`config.mk`:
```
export PLATFORM = sky130hd
export DESIGN_NAME = rf_op_sequencer
export DESIGN_NICKNAME = d
export VERILOG_FILES = /design/src/rtl/rf_op_sequencer.sv
export SDC_FILE = /design/constraint.sdc
export NUM_CORES = 1
export LEC_CHECK = 0
export CAP_MARGIN = 20
export CORE_MARGIN = 2
export CORE_UTILIZATION = 59
export DETAILED_ROUTE_END_ITERATION = 10
export PLACE_DENSITY = 0.86
export SYNTH_ARGS = -nofsm -noshare
export SYNTH_HDL_FRONTEND = slang
export SYNTH_SLANG_ARGS = --single-unit
```
`constraint.sdc`:
```
create_clock -name i_clk -period 12.2 [get_ports i_clk]
set_input_delay 2.44 -clock i_clk [delete_from_list [all_inputs] [get_ports i_clk]]
set_output_delay 2.44 -clock i_clk [all_outputs]
set_load 0.02 [all_outputs]
```
`src/rtl/rf_op_sequencer.sv`:
```
// rf_op_sequencer: single-master command sequencer for a 32x32 register file.
// Each accepted command reads two registers, computes ADD/SUB/AND or performs
// a SWAP, writes the result back, then reports it with a one-cycle valid pulse.
// Every output apart from o_cmd_ready is registered, so each value on the
// register-file interface appears exactly in the cycle of its FSM state.
module rf_op_sequencer #(
    parameter int unsigned DATA_W = 32,
    parameter int unsigned ADDR_W = 5
) (
    input  logic              i_clk,
    input  logic              i_reset,
    input  logic              i_cmd_valid,
    output logic              o_cmd_ready,
    input  logic [1:0]        i_cmd_op,
    input  logic [ADDR_W-1:0] i_cmd_rs,
    input  logic [ADDR_W-1:0] i_cmd_rt,
    input  logic [ADDR_W-1:0] i_cmd_rd,
    output logic [ADDR_W-1:0] o_rf_add_a,
    output logic [ADDR_W-1:0] o_rf_add_b,
    output logic [ADDR_W-1:0] o_rf_add_c,
    output logic [DATA_W-1:0] o_rf_din_c,
    output logic              o_rf_we,
    input  logic [DATA_W-1:0] i_rf_dout_a,
    input  logic [DATA_W-1:0] i_rf_dout_b,
    output logic              o_res_valid,
    output logic [DATA_W-1:0] o_res_data,
    output logic              o_res_ovf
);

    localparam logic [1:0] OP_ADD  = 2'b00;
    localparam logic [1:0] OP_SUB  = 2'b01;
    localparam logic [1:0] OP_AND  = 2'b10;
    localparam logic [1:0] OP_SWAP = 2'b11;

    typedef enum logic [2:0] {
        StIdle,
        StRd,
        StCap,
        StWr1,
        StWr2,
        StDone
    } state_e;

    state_e r_state;
    state_e w_state_next;

    // Latched command
    logic [1:0]        r_op;
    logic [ADDR_W-1:0] r_rs;
    logic [ADDR_W-1:0] r_rt;
    logic [ADDR_W-1:0] r_rd;

    // Captured operand A and computed result
    logic [DATA_W-1:0] r_op_a;
    logic [DATA_W-1:0] r_result;
    logic              r_ovf;

    // Registered output copies
    logic [ADDR_W-1:0] r_rf_add_a;
    logic [ADDR_W-1:0] r_rf_add_b;
    logic [ADDR_W-1:0] r_rf_add_c;
    logic [DATA_W-1:0] r_rf_din_c;
    logic              r_rf_we;
    logic              r_res_valid;
    logic [DATA_W-1:0] r_res_data;
    logic              r_res_ovf;

    // Next-state values produced by the combinational process
    logic              w_cmd_load;
    logic              w_cap;
    logic [ADDR_W-1:0] w_rf_add_a_next;
    logic [ADDR_W-1:0] w_rf_add_b_next;
    logic [ADDR_W-1:0] w_rf_add_c_next;
    logic [DATA_W-1:0] w_rf_din_c_next;
    logic              w_rf_we_next;
    logic              w_res_valid_next;
    logic [DATA_W-1:0] w_res_data_next;
    logic              w_res_ovf_next;

    // ALU on the live read data; only meaningful in StCap
    logic [DATA_W-1:0] w_sum;
    logic [DATA_W-1:0] w_diff;
    logic [DATA_W-1:0] w_and;
    logic [DATA_W-1:0] w_alu;
    logic              w_ovf;
    logic              w_sign_a;
    logic              w_sign_b;

    // Compute ALU result and signed overflow from the register-file read data
    always_comb begin
        w_sum    = i_rf_dout_a + i_rf_dout_b;
        w_diff   = i_rf_dout_a - i_rf_dout_b;
        w_and    = i_rf_dout_a & i_rf_dout_b;
        w_sign_a = i_rf_dout_a[DATA_W-1];
        w_sign_b = i_rf_dout_b[DATA_W-1];
        w_alu    = '0;
        w_ovf    = 1'b0;
        case (r_op)
            OP_ADD: begin
                w_alu = w_sum;
                w_ovf = (w_sign_a == w_sign_b) && (w_sum[DATA_W-1] != w_sign_a);
            end
            OP_SUB: begin
                w_alu = w_diff;
                w_ovf = (w_sign_a != w_sign_b) && (w_diff[DATA_W-1] != w_sign_a);
            end
            OP_AND: begin
                w_alu = w_and;
            end
            default: begin
                w_alu = '0;
            end
        endcase
    end

    // Next-state and next-output decode; holds are the default
    always_comb begin
        w_state_next     = r_state;
        w_cmd_load       = 1'b0;
        w_cap            = 1'b0;
        w_rf_add_a_next  = r_rf_add_a;
        w_rf_add_b_next  = r_rf_add_b;
        w_rf_add_c_next  = r_rf_add_c;
        w_rf_din_c_next  = r_rf_din_c;
        w_rf_we_next     = 1'b0;
        w_res_valid_next = 1'b0;
        w_res_data_next  = r_res_data;
        w_res_ovf_next   = r_res_ovf;
        case (r_state)
            StIdle: begin
                if (i_cmd_valid) begin
                    w_cmd_load      = 1'b1;
                    w_rf_add_a_next = i_cmd_rs;
                    w_rf_add_b_next = i_cmd_rt;
                    w_state_next    = StRd;
                end
            end
            StRd: begin
                w_state_next = StCap;
            end
            StCap: begin
                // Read data is valid now; set up the first write for StWr1
                w_cap = 1'b1;
                if (r_op == OP_SWAP) begin
                    w_rf_add_c_next = r_rs;
                    w_rf_din_c_next = i_rf_dout_b;
                    w_rf_we_next    = (r_rs != '0);
                end else begin
                    w_rf_add_c_next = r_rd;
                    w_rf_din_c_next = w_alu;
                    w_rf_we_next    = (r_rd != '0);
                end
                w_state_next = StWr1;
            end
            StWr1: begin
                if (r_op == OP_SWAP) begin
                    w_rf_add_c_next = r_rt;
                    w_rf_din_c_next = r_op_a;
                    w_rf_we_next    = (r_rt != '0);
                    w_state_next    = StWr2;
                end else begin
                    w_res_valid_next = 1'b1;
                    w_res_data_next  = r_result;
                    w_res_ovf_next   = r_ovf;
                    w_state_next     = StDone;
                end
            end
            StWr2: begin
                w_res_valid_next = 1'b1;
                w_res_data_next  = r_op_a;
                w_res_ovf_next   = 1'b0;
                w_state_next     = StDone;
            end
            StDone: begin
                w_state_next = StIdle;
            end
            default: begin
                w_state_next = StIdle;
            end
        endcase
    end

    // FSM state register
    always_ff @(posedge i_clk or posedge i_reset) begin
        if (i_reset) begin
            r_state <= StIdle;
        end else begin
            r_state <= w_state_next;
        end
    end

    // Command, operand and output registers
    always_ff @(posedge i_clk or posedge i_reset) begin
        if (i_reset) begin
            r_op        <= OP_ADD;
            r_rs        <= '0;
            r_rt        <= '0;
            r_rd        <= '0;
            r_op_a      <= '0;
            r_result    <= '0;
            r_ovf       <= 1'b0;
            r_rf_add_a  <= '0;
            r_rf_add_b  <= '0;
            r_rf_add_c  <= '0;
            r_rf_din_c  <= '0;
            r_rf_we     <= 1'b0;
            r_res_valid <= 1'b0;
            r_res_data  <= '0;
            r_res_ovf   <= 1'b0;
        end else begin
            if (w_cmd_load) begin
                r_op <= i_cmd_op;
                r_rs <= i_cmd_rs;
                r_rt <= i_cmd_rt;
                r_rd <= i_cmd_rd;
            end
            if (w_cap) begin
                r_op_a   <= i_rf_dout_a;
                r_result <= w_alu;
                r_ovf    <= w_ovf;
            end
            r_rf_add_a  <= w_rf_add_a_next;
            r_rf_add_b  <= w_rf_add_b_next;
            r_rf_add_c  <= w_rf_add_c_next;
            r_rf_din_c  <= w_rf_din_c_next;
            r_rf_we     <= w_rf_we_next;
            r_res_valid <= w_res_valid_next;
            r_res_data  <= w_res_data_next;
            r_res_ovf   <= w_res_ovf_next;
        end
    end

    // Output mapping
    always_comb begin
        o_cmd_ready = (r_state == StIdle);
        o_rf_add_a  = r_rf_add_a;
        o_rf_add_b  = r_rf_add_b;
        o_rf_add_c  = r_rf_add_c;
        o_rf_din_c  = r_rf_din_c;
        o_rf_we     = r_rf_we;
        o_res_valid = r_res_valid;
        o_res_data  = r_res_data;
        o_res_ovf   = r_res_ovf;
    end

endmodule
```
==> results of run 1 <==
logic make-up (layout without fill, tap and decap cells):
family / Yosys count / count (layout) / synth area share
AO/OA/AOI/OAI: 424 / 424 / 0.2513
AND/OR/NAND/NOR: 466 / 466 / 0.1888
buffers and inverters: 153 / 278 / 0.05733
multiplexers: 23 / 23 / 0.02375
XOR/XNOR: 40 / 40 / 0.03276
adder cells (fa/ha/maj): 66 / 66 / 0.07862
flip-flops: 157 / 157 / 0.3674
cell usage after synthesis (17+ instances only):
| cell type | n |
|---|---|
| a21o_1 | 17 |
| a21oi_1 | 111 |
| a31oi_1 | 21 |
| clkbuf_1 | 59 |
| dfrtp_1 | 157 |
| ha_1 | 64 |
| inv_1 | 67 |
| mux2_2 | 19 |
| nand2_1 | 222 |
| nand3_1 | 19 |
| nor2_1 | 133 |
| nor3_1 | 21 |
| o21ai_0 | 105 |
| o22ai_1 | 42 |
| xnor2_1 | 31 |
registers in the layout (all words and copies together) (netlist names):
register	flops
o_res_data	32
o_rf_din_c	32
r_op_a	32
r_result	32
o_rf_add_c	5
r_rd	5
r_rs	5
r_rt	5
r_state	3
r_op	2
o_res_ovf	1
o_res_valid	1
o_rf_we	1
r_ovf	1
power by group through the flow:
stage	Sequential (mW)	Clock (mW)	Combinational, mW
4_1_cts	0.952	0.533	1.73
3_3_place_gp	0.945	0	1.68
6_report	0.956	0.532	1.76
2_1_floorplan	1.08	0	0.903
3_5_place_dp	0.955	0	1.71
5_1_grt	0.986	0.554	1.89
final timing paths:
check / startpoint / to / slack, ns / depth (start not counted)
min in group asynchronous: i_reset / o_res_data[29]$_DFFE_PP0P_ / 2.54 / 2
setup reg to reg: r_op[0]$_DFFE_PP0P_ / r_state[0]$_DFFE_PP0P_ / 8.25 / 6
hold reg to reg: o_rf_din_c[3]$_DFFE_PP0P_ / o_rf_din_c[3]$_DFFE_PP0P_ / 0.48 / 2
setup / recovery: i_rf_dout_a[0] / r_result[28]$_DFFE_PP0P_ / 6.53 / 14
max in group asynchronous: i_reset / r_result[13]$_DFFE_PP0P_ / 8.25 / 3
hold / removal: o_rf_din_c[3]$_DFFE_PP0P_ / o_rf_din_c[3]$_DFFE_PP0P_ / 0.48 / 2
cell type report:
type | count | area, µm²
sequential | 157 | 3929
multi-input combinational | 1019 | 6186
fill | 1404 | 4897
clock inverter | 15 | 166.4
tap | 229 | 286.5
timing repair buffer | 178 | 1752
clock buffer | 17 | 425.4
inverter | 68 | 260.3
critical path, delay by kind of cell:
family | cells | cell delay [ns]
compound gates | 7 | 1.83
fa+ha+maj | 2 | 0.60
buf+inv | 2 | 0.57
simple gates | 2 | 0.43
xor+xnor | 1 | 0.08
routing by layer:
| metal | up-vias | global-route usage | routed length, µm |
|---|---|---|---|
| met3 | 81 | 0.07286 | 4206 |
| met1 | 5172 | 0.5673 | 15780 |
| met2 | 714 | 0.5685 | 16000 |
| met5 | - | 0 | 0 |
| li1 | 4891 | - | - |
| met4 | 0 | 0.1223 | 1000 |
==> flow_summary.yaml, run 1 <==
sta:
  fin_crit_sh: 0.4645
  maxSlewHeadroom: 0.2754
  finalWorstPathRequiredPeriod_ns: 5.667
  worst_slack_ns: 6.533
  fin_worst_skew_ns: 0.01028
  drv_slew: 0
  hold_viol: 0
  hold_ws_ns: 0.4770
  rsz0062_at_grt: "false"
  worst_pin_slew_ns: 1.087
  setup_viol: 0
  clock.fmax_ghz: 0.1764
  setup_tns_ns: 0
critical_path:
  path_class: "input port to register"
  cp_cell_sequence: "clkdlybuf4s50_1 > inv_1 > ha_1 > fa_1 > and2b_1 > o31ai_2 > a2111oi_2 > o2111ai_1 > nand2_1 > o21ai_1 > o21ai_1 > xor2_1 > a221oi_1 > o21ai_0"
  worst_ep_required_time_ns: 12.48
  crit_path_max_fanout: 4
  slowest_delay_ns: 0.58
  slowest_stage: "a2111oi_2"
  end_kind: "register"
  crit_top_cell: "o21ai_1"
  critPathLaunchType: "input port"
  arrival_ns: 5.95
place:
  io_buffers: 166
  gp_congestion: 1.037
  dpl.hpwl_mm: 25.90
  placed_cell_area_um2: 12410
  dp.cells: 1651
  pre_cts_slack_ns: 6.213
drt:
  drt_iter0_drc: 1266
  drc: 0
  drt_wl_total_mm: 36.98
  wl_per_cell_um: 21.97
  dr_total_vias: 10860
  routed_via_density: 6.452
  drtPass1Iterations: 6
  ant_nets: 0
clocking:
  cts_resized: 0
  cts_tree: "built"
  clkSinkCount: 157
  cts_setup_buffers: 0
  cts_made_buffers: 17
  cts_root_buf: "clkbuf_16"
  cts_max_path_buffers: 2
  clk_latency_ns: 0.44
  cts_max_level: 4
  path_clk_slew_ns: 0.07
  ctsHoldBuffers: 0
synth:
  synth-seq-cells: 157
  synth_largest_area_cell: "dfrtp_1"
  synth_cell_types: 80
  yosysWarnings: 0
  ys_seq_area_frac: 0.3674
  synth_nets: 1479
  synth-main-ff-cell: "dfrtp_1"
  yosys-top-cells-area: "dfrtp_1 (37%), nand2_1 (7.8%), ha_1 (7.5%)"
  synth_edf_count: 0
  synth_top_area_frac: 0.3674
  postSynthAreaPerCell_um2: 8.047
  netlist_area_um2: 10690
  synthArstFlopShare: 1.000
  syn_inst: 1329
die:
  rows: 49
  die_x_um: 138.6
  ios: 167
  die_h_um: 138.6
  start_util: 0.5974
  core-area_um2: 17900
  die_area_um2: 19220
grt:
  grt_max_degree: 93
  antenna_found_initial: 0
  grt_pass1_vias: 10090
  grt_overflow: 0
  grt_pass1_wl_mm: 57.88
  grt_usage: 0.3821
cells_and_area:
  drive_gt1_frac: 0.06671
  utilization: 0.7264
  syn_to_final_growth_pct: 21.61
  fin_area_um2: 13010
  final_cell_mix: "nand2_1 (218), clkdlybuf4s50_1 (166), dfrtp_1 (157)"
  diodes: 0
  final_common_cell: "nand2_1"
  final_cells: 1683
  nNetsFinal: 1591
power_and_ir_drop:
  p_switching_mw: 1.536
  p_per_area_nw_per_um2: 250.0
  finalPower_mw: 3.251
  vdd_ir_drop_max_v: 0.0002260
  swShare: 0.4725
  power_frac_seq: 0.294
  combPwrFrac: 0.542
  p_int_mw: 1.715
  power_leakage_nw: 5.754
  p_clk_frac: 0.164
run_status:
  outcome: "finished, final reports clean"
run:
  drv_cap: 0
hold_path:
  min_path_type: "register to register"
Power figures use the tool's default switching activity.
==> run 2, diff against run 1 <==
--- a/config.mk
+++ b/config.mk
@@ -7,9 +7,9 @@
 export LEC_CHECK = 0
 export CAP_MARGIN = 20
 export CORE_MARGIN = 2
-export CORE_UTILIZATION = 59
+export CORE_UTILIZATION = 55
 export DETAILED_ROUTE_END_ITERATION = 10
-export PLACE_DENSITY = 0.86
+export PLACE_DENSITY = 0.81
 export SYNTH_ARGS = -nofsm -noshare
 export SYNTH_HDL_FRONTEND = slang
 export SYNTH_SLANG_ARGS = --single-unit
==> constraint.sdc (replaced) <==
create_clock -name i_clk -period 5.35 [get_ports i_clk]
set_input_delay 1.07 -clock i_clk [delete_from_list [all_inputs] [get_ports i_clk]]
set_output_delay 1.07 -clock i_clk [all_outputs]
set_load 0.02 [all_outputs]
==> flow_summary.yaml, run 2 (same netlist as run 1, synthesis figures left out) <==
run_status:
  outcome: "finished, final reports clean"
drt:
  ant_nets: 0
  drt_iter0_drc: 1195
  routed_via_density: 6.249
  drt_wl_total_mm: 37.93
  drc: 0
  drtPass1Iterations: 5
  dr_total_vias: 10810
  wl_per_cell_um: 21.92
sta:
  rsz0062_at_grt: "false"
  finalWorstPathRequiredPeriod_ns: 4.323
  drv_slew: 0
  clock.fmax_ghz: 0.2313
  hold_viol: 0
  maxSlewHeadroom: 0.2717
  setup_tns_ns: 0
  fin_worst_skew_ns: 0.01745
  fin_crit_sh: 0.8080
  setup_viol: 0
  worst_pin_slew_ns: 1.092
grt:
  grt_max_degree: 106
  grt_usage: 0.3672
  grt_pass1_wl_mm: 57.27
  grt_overflow: 0
  grt_pass1_vias: 9863
  antenna_found_initial: 0
clocking:
  path_clk_slew_ns: 0.07
  clkSinkCount: 157
  cts_max_level: 4
  clk_latency_ns: 0.44
  cts_max_path_buffers: 2
  cts_root_buf: "clkbuf_16"
  ctsHoldBuffers: 0
  cts_resized: 0
  cts_setup_buffers: 0
  cts_made_buffers: 17
  cts_tree: "built"
die:
  die_h_um: 143.4
  start_util: 0.5549
  core-area_um2: 19270
  die_area_um2: 20580
  rows: 51
  ios: 167
  die_x_um: 143.4
hold_path:
  worstHoldStart: "r_ovf$_DFFE_PP0P_"
  holdPathEnd: "o_res_ovf$_DFFE_PP0P_"
  min_path_type: "register to register"
  min_path_cells: 2
place:
  dpl.hpwl_mm: 27.38
  io_buffers: 166
  placed_cell_area_um2: 12540
  gp_congestion: 1.046
cells_and_area:
  nNetsFinal: 1602
  final_common_cell: "nand2_1"
  final_cell_mix: "nand2_1 (219), clkdlybuf4s50_1 (166), dfrtp_1 (157)"
  drive_gt1_frac: 0.07304
  syn_to_final_growth_pct: 22.93
  fin_area_um2: 13150
  fillers: 1645
  diodes: 0
power_and_ir_drop:
  vdd_ir_drop_max_v: 0.0003277
  p_per_area_nw_per_um2: 570.8
  power_leakage_nw: 5.812
critical_path:
  reg2reg_from: "r_op[1]$_DFFE_PP0P_"
  crit_path_max_fanout: 4
  arrival_ns: 4.62
  end_kind: "register"
  critPathLaunchType: "input port"
  rr_worst_depth: 8
  r2r_slack_ns: 2.49
  worst_ep_required_time_ns: 5.64
  r2r-end: "o_rf_din_c[13]$_DFFE_PP0P_"
  path_class: "input port to register"
run:
  drv_cap: 0
run 2: per-layer routing:
| layer | vias to the layer above | global-route usage | wire [µm] |
|---|---|---|---|
| li1 | 4924 | - | - |
| met1 | 5175 | 0.5494 | 16640 |
| met2 | 646 | 0.5185 | 16040 |
| met3 | 65 | 0.1006 | 4362 |
| met4 | 0 | 0.1042 | 877 |
| met5 | - | 0 | 0 |
run 2: layout make-up:
| class | count | area [µm²] | share of cell area |
|---|---|---|---|
| clock buffers | 17 | 425.4 | 0.03236 |
| repair buffers | 189 | 1834 | 0.1395 |
| flip-flops and latches | 157 | 3929 | 0.2988 |
| well taps | 265 | 331.6 | 0.02522 |
| inverters | 68 | 260.3 | 0.01980 |
| multi-input cells | 1019 | 6183 | 0.4704 |
| clock inverters | 15 | 182.7 | 0.01390 |
run 2: worst max path at each step:
stage	startpoint	endpoint	slack, ns	cells past startpoint
floorplan	i_reset	o_res_data[0]$_DFFE_PP0P_	0.05	1
global placement	i_rf_dout_b[0]	o_rf_din_c[26]$_DFFE_PP0P_	0.71	14
detailed placement	i_rf_dout_b[0]	r_result[26]$_DFFE_PP0P_	0.68	14
CTS	i_rf_dout_b[0]	r_result[26]$_DFFE_PP0P_	1.12	14
global route	i_rf_dout_a[0]	r_result[28]$_DFFE_PP0P_	0.85	14
finish	i_rf_dout_b[0]	r_result[26]$_DFFE_PP0P_	1.03	14
run 2: worst max-delay path, cell delays in order:
cell,delay (ns)
clkdlybuf4s50_1,0.56
ha_1,0.21
inv_1,0.07
fa_1,0.38
or2_2,0.33
a221oi_2,0.32
a21o_1,0.16
o211ai_1,0.18
a211oi_2,0.38
o21ai_1,0.14
a21oi_1,0.29
xor2_1,0.22
o221a_4,0.24
o21ai_2,0.06
run 2: where the power goes:
group | switching [mW] | leakage, nW | internal, mW
registers | 0.418 | 1.90 | 1.78
clock network | 0.613 | 0.293 | 0.637
logic | 2.52 | 3.62 | 1.54
total | 3.55 | 5.81 | 3.95
run 2: stage by stage:
step | hold slack [ns] | util | setup WS [ns] | total power [mW] | cells
2_1_floorplan | 0.4386 | - | 0.04514 | 4.512 | 1329
3_3_place_gp | 0.4566 | 0.6506 | 0.7150 | 6.084 | 1698
3_5_place_dp | 0.4635 | 0.6506 | 0.6787 | 6.157 | 1698
4_1_cts | 0.4822 | 0.6822 | 1.121 | 7.423 | 1730
5_1_grt | 0.5027 | 0.6822 | 0.8485 | 7.928 | 1730
6_report | 0.4814 | 0.6822 | 1.027 | 7.504 | 1730
==> run 3, diff against run 2 <==
==> constraint.sdc (replaced) <==
create_clock -name i_clk -period 4.2 [get_ports i_clk]
set_input_delay 0.84 -clock i_clk [delete_from_list [all_inputs] [get_ports i_clk]]
set_output_delay 0.84 -clock i_clk [all_outputs]
set_load 0.02 [all_outputs]
==> flow_summary.yaml, run 3 (same netlist as run 1, synthesis figures left out) <==
run_status:
  outcome: "finished, final reports clean"
grt:
  grt_max_degree: 52
  grt_overflow: 0
  grt_pass1_vias: 10770
  antenna_found_initial: 0
  grt_pass1_wl_mm: 59.47
  grt_usage: 0.3765
sta:
  rsz0062_at_grt: "false"
  setup_viol: 0
  drv_slew: 0
  finalWorstPathRequiredPeriod_ns: 3.910
  worst_slack_ns: 0.2900
  clock.fmax_ghz: 0.2558
  hold_viol: 0
  fin_crit_sh: 0.9309
  maxSlewHeadroom: 0.2899
  fin_worst_skew_ns: 0.01465
  worst_pin_slew_ns: 1.065
drt:
  dr_wl_met3_mm: 4.075
  dr_total_vias: 11330
  top_layer: "met4"
  drt_wl_total_mm: 38.21
  drc: 0
  drtPass1Iterations: 5
  routed_via_density: 6.110
  wl_met1_mm: 16.71
  drt_iter0_drc: 1122
  wl_met2_mm: 16.42
  wl_per_cell_um: 20.60
  ant_nets: 0
clocking:
  cts_setup_buffers: 0
  path_clk_slew_ns: 0.07
  cts_resized: 0
  clkSinkCount: 157
  cts_tree: "built"
  cts_made_buffers: 17
  cts_max_level: 4
  clk_latency_ns: 0.43
  ctsHoldBuffers: 0
  cts_max_path_buffers: 2
  cts_root_buf: "clkbuf_16"
die:
  core-area_um2: 19270
  ios: 167
  die_x_um: 143.4
  start_util: 0.5549
  die_area_um2: 20580
  rows: 51
  die_h_um: 143.4
cells_and_area:
  utilization: 0.7301
  final_cells: 1855
  nNetsFinal: 1727
  final_common_cell: "nand2_1"
  final_cell_mix: "nand2_1 (219), clkdlybuf4s50_1 (166), dfrtp_1 (157)"
  drive_gt1_frac: 0.1459
  syn_to_final_growth_pct: 31.57
  diodes: 0
  fin_area_um2: 14070
place:
  gp_congestion: 1.033
  io_buffers: 166
  placed_cell_area_um2: 13480
  dp.cells: 1823
  pre_cts_slack_ns: -0.07587
  dpl.hpwl_mm: 28.87
hold_path:
  min_path_type: "register to register"
run:
  drv_cap: 0
critical_path:
  path_class: "input port to register"
  critPathLaunchType: "input port"
  end_kind: "register"
  worst_ep_required_time_ns: 4.50
  crit_path_max_fanout: 3
  arrival_ns: 4.21
power_and_ir_drop:
  power_leakage_nw: 6.409
  vdd_ir_drop_max_v: 0.0004051
  p_per_area_nw_per_um2: 684.6
run 3: cell types whose count changed in the layout (fill, tap and decap cells not counted), moves of 2 or more:
cell / before / now
nor2_2: 1 / 3
buf_4: 23 / 147
inv_6: 1 / 4
nor2_4: 2 / 0
clkinv_4: 3 / 1
inv_8: 6 / 4
run 3: per-layer routing:
metal,up-vias,track usage
met5,-,0
met3,86,0.07864
met1,5448,0.5542
met4,0,0.1197
li1,5179,-
met2,621,0.5544
run 3: metrics by stage:
step	hold WS [ns]	TNS, ns	total power [mW]
finish	0.4819	0	9.632
global route	0.5017	0	10.22
CTS	0.4846	0	9.550
detailed placement	0.4521	-0.3716	7.987
global placement	0.4501	-0.1952	7.853
floorplan	0.4386	0	5.748
run 3: power breakdown:
group | switching, mW | total (mW) | internal [mW]
Clock | 0.734 | 1.53 | 0.799
Combinational | 3.19 | 5.30 | 2.11
Sequential | 0.533 | 2.80 | 2.27
run 3: final cells by class:
cell class                      instances  area [µm²]
Sequential cell                       157        3929
Inverter                               68       259.0
Multi-Input combinational cell       1019        6173
Clock inverter                         15       166.4
Timing Repair Buffer                  314        2785
Fill cell                            1560        5201
Tap cell                              265       331.6
Clock buffer                           17       425.4
run 3: worst paths after layout:
| path | startpoint | end | slack, ns | cells past startpoint |
|---|---|---|---|---|
| max | i_rf_dout_b[0] | o_rf_din_c[26]$_DFFE_PP0P_ | 0.29 | 14 |
| max reg2reg | r_state[1]$_DFFE_PP0P_ | o_res_data[30]$_DFFE_PP0P_ | 1.46 | 7 |
| min in group asynchronous | i_reset | o_res_data[28]$_DFFE_PP0P_ | 0.79 | 2 |
| min | o_rf_din_c[13]$_DFFE_PP0P_ | o_rf_din_c[13]$_DFFE_PP0P_ | 0.48 | 1 |
| min reg2reg | o_rf_din_c[13]$_DFFE_PP0P_ | o_rf_din_c[13]$_DFFE_PP0P_ | 0.48 | 1 |
| max in group asynchronous | i_reset | o_rf_din_c[24]$_DFFE_PP0P_ | 2.38 | 4 |
run 3: worst max-delay path: stages:
cell             delay (ns)
clkdlybuf4s50_1        0.51
ha_1                   0.18
inv_1                  0.07
fa_1                   0.39
or2_2                  0.35
a221oi_2               0.32
a21o_1                 0.16
o211ai_1               0.17
a211oi_2               0.35
o21ai_1                0.12
a21oi_1                0.24
xor2_1                 0.20
o221a_4                0.23
a31oi_4                0.08
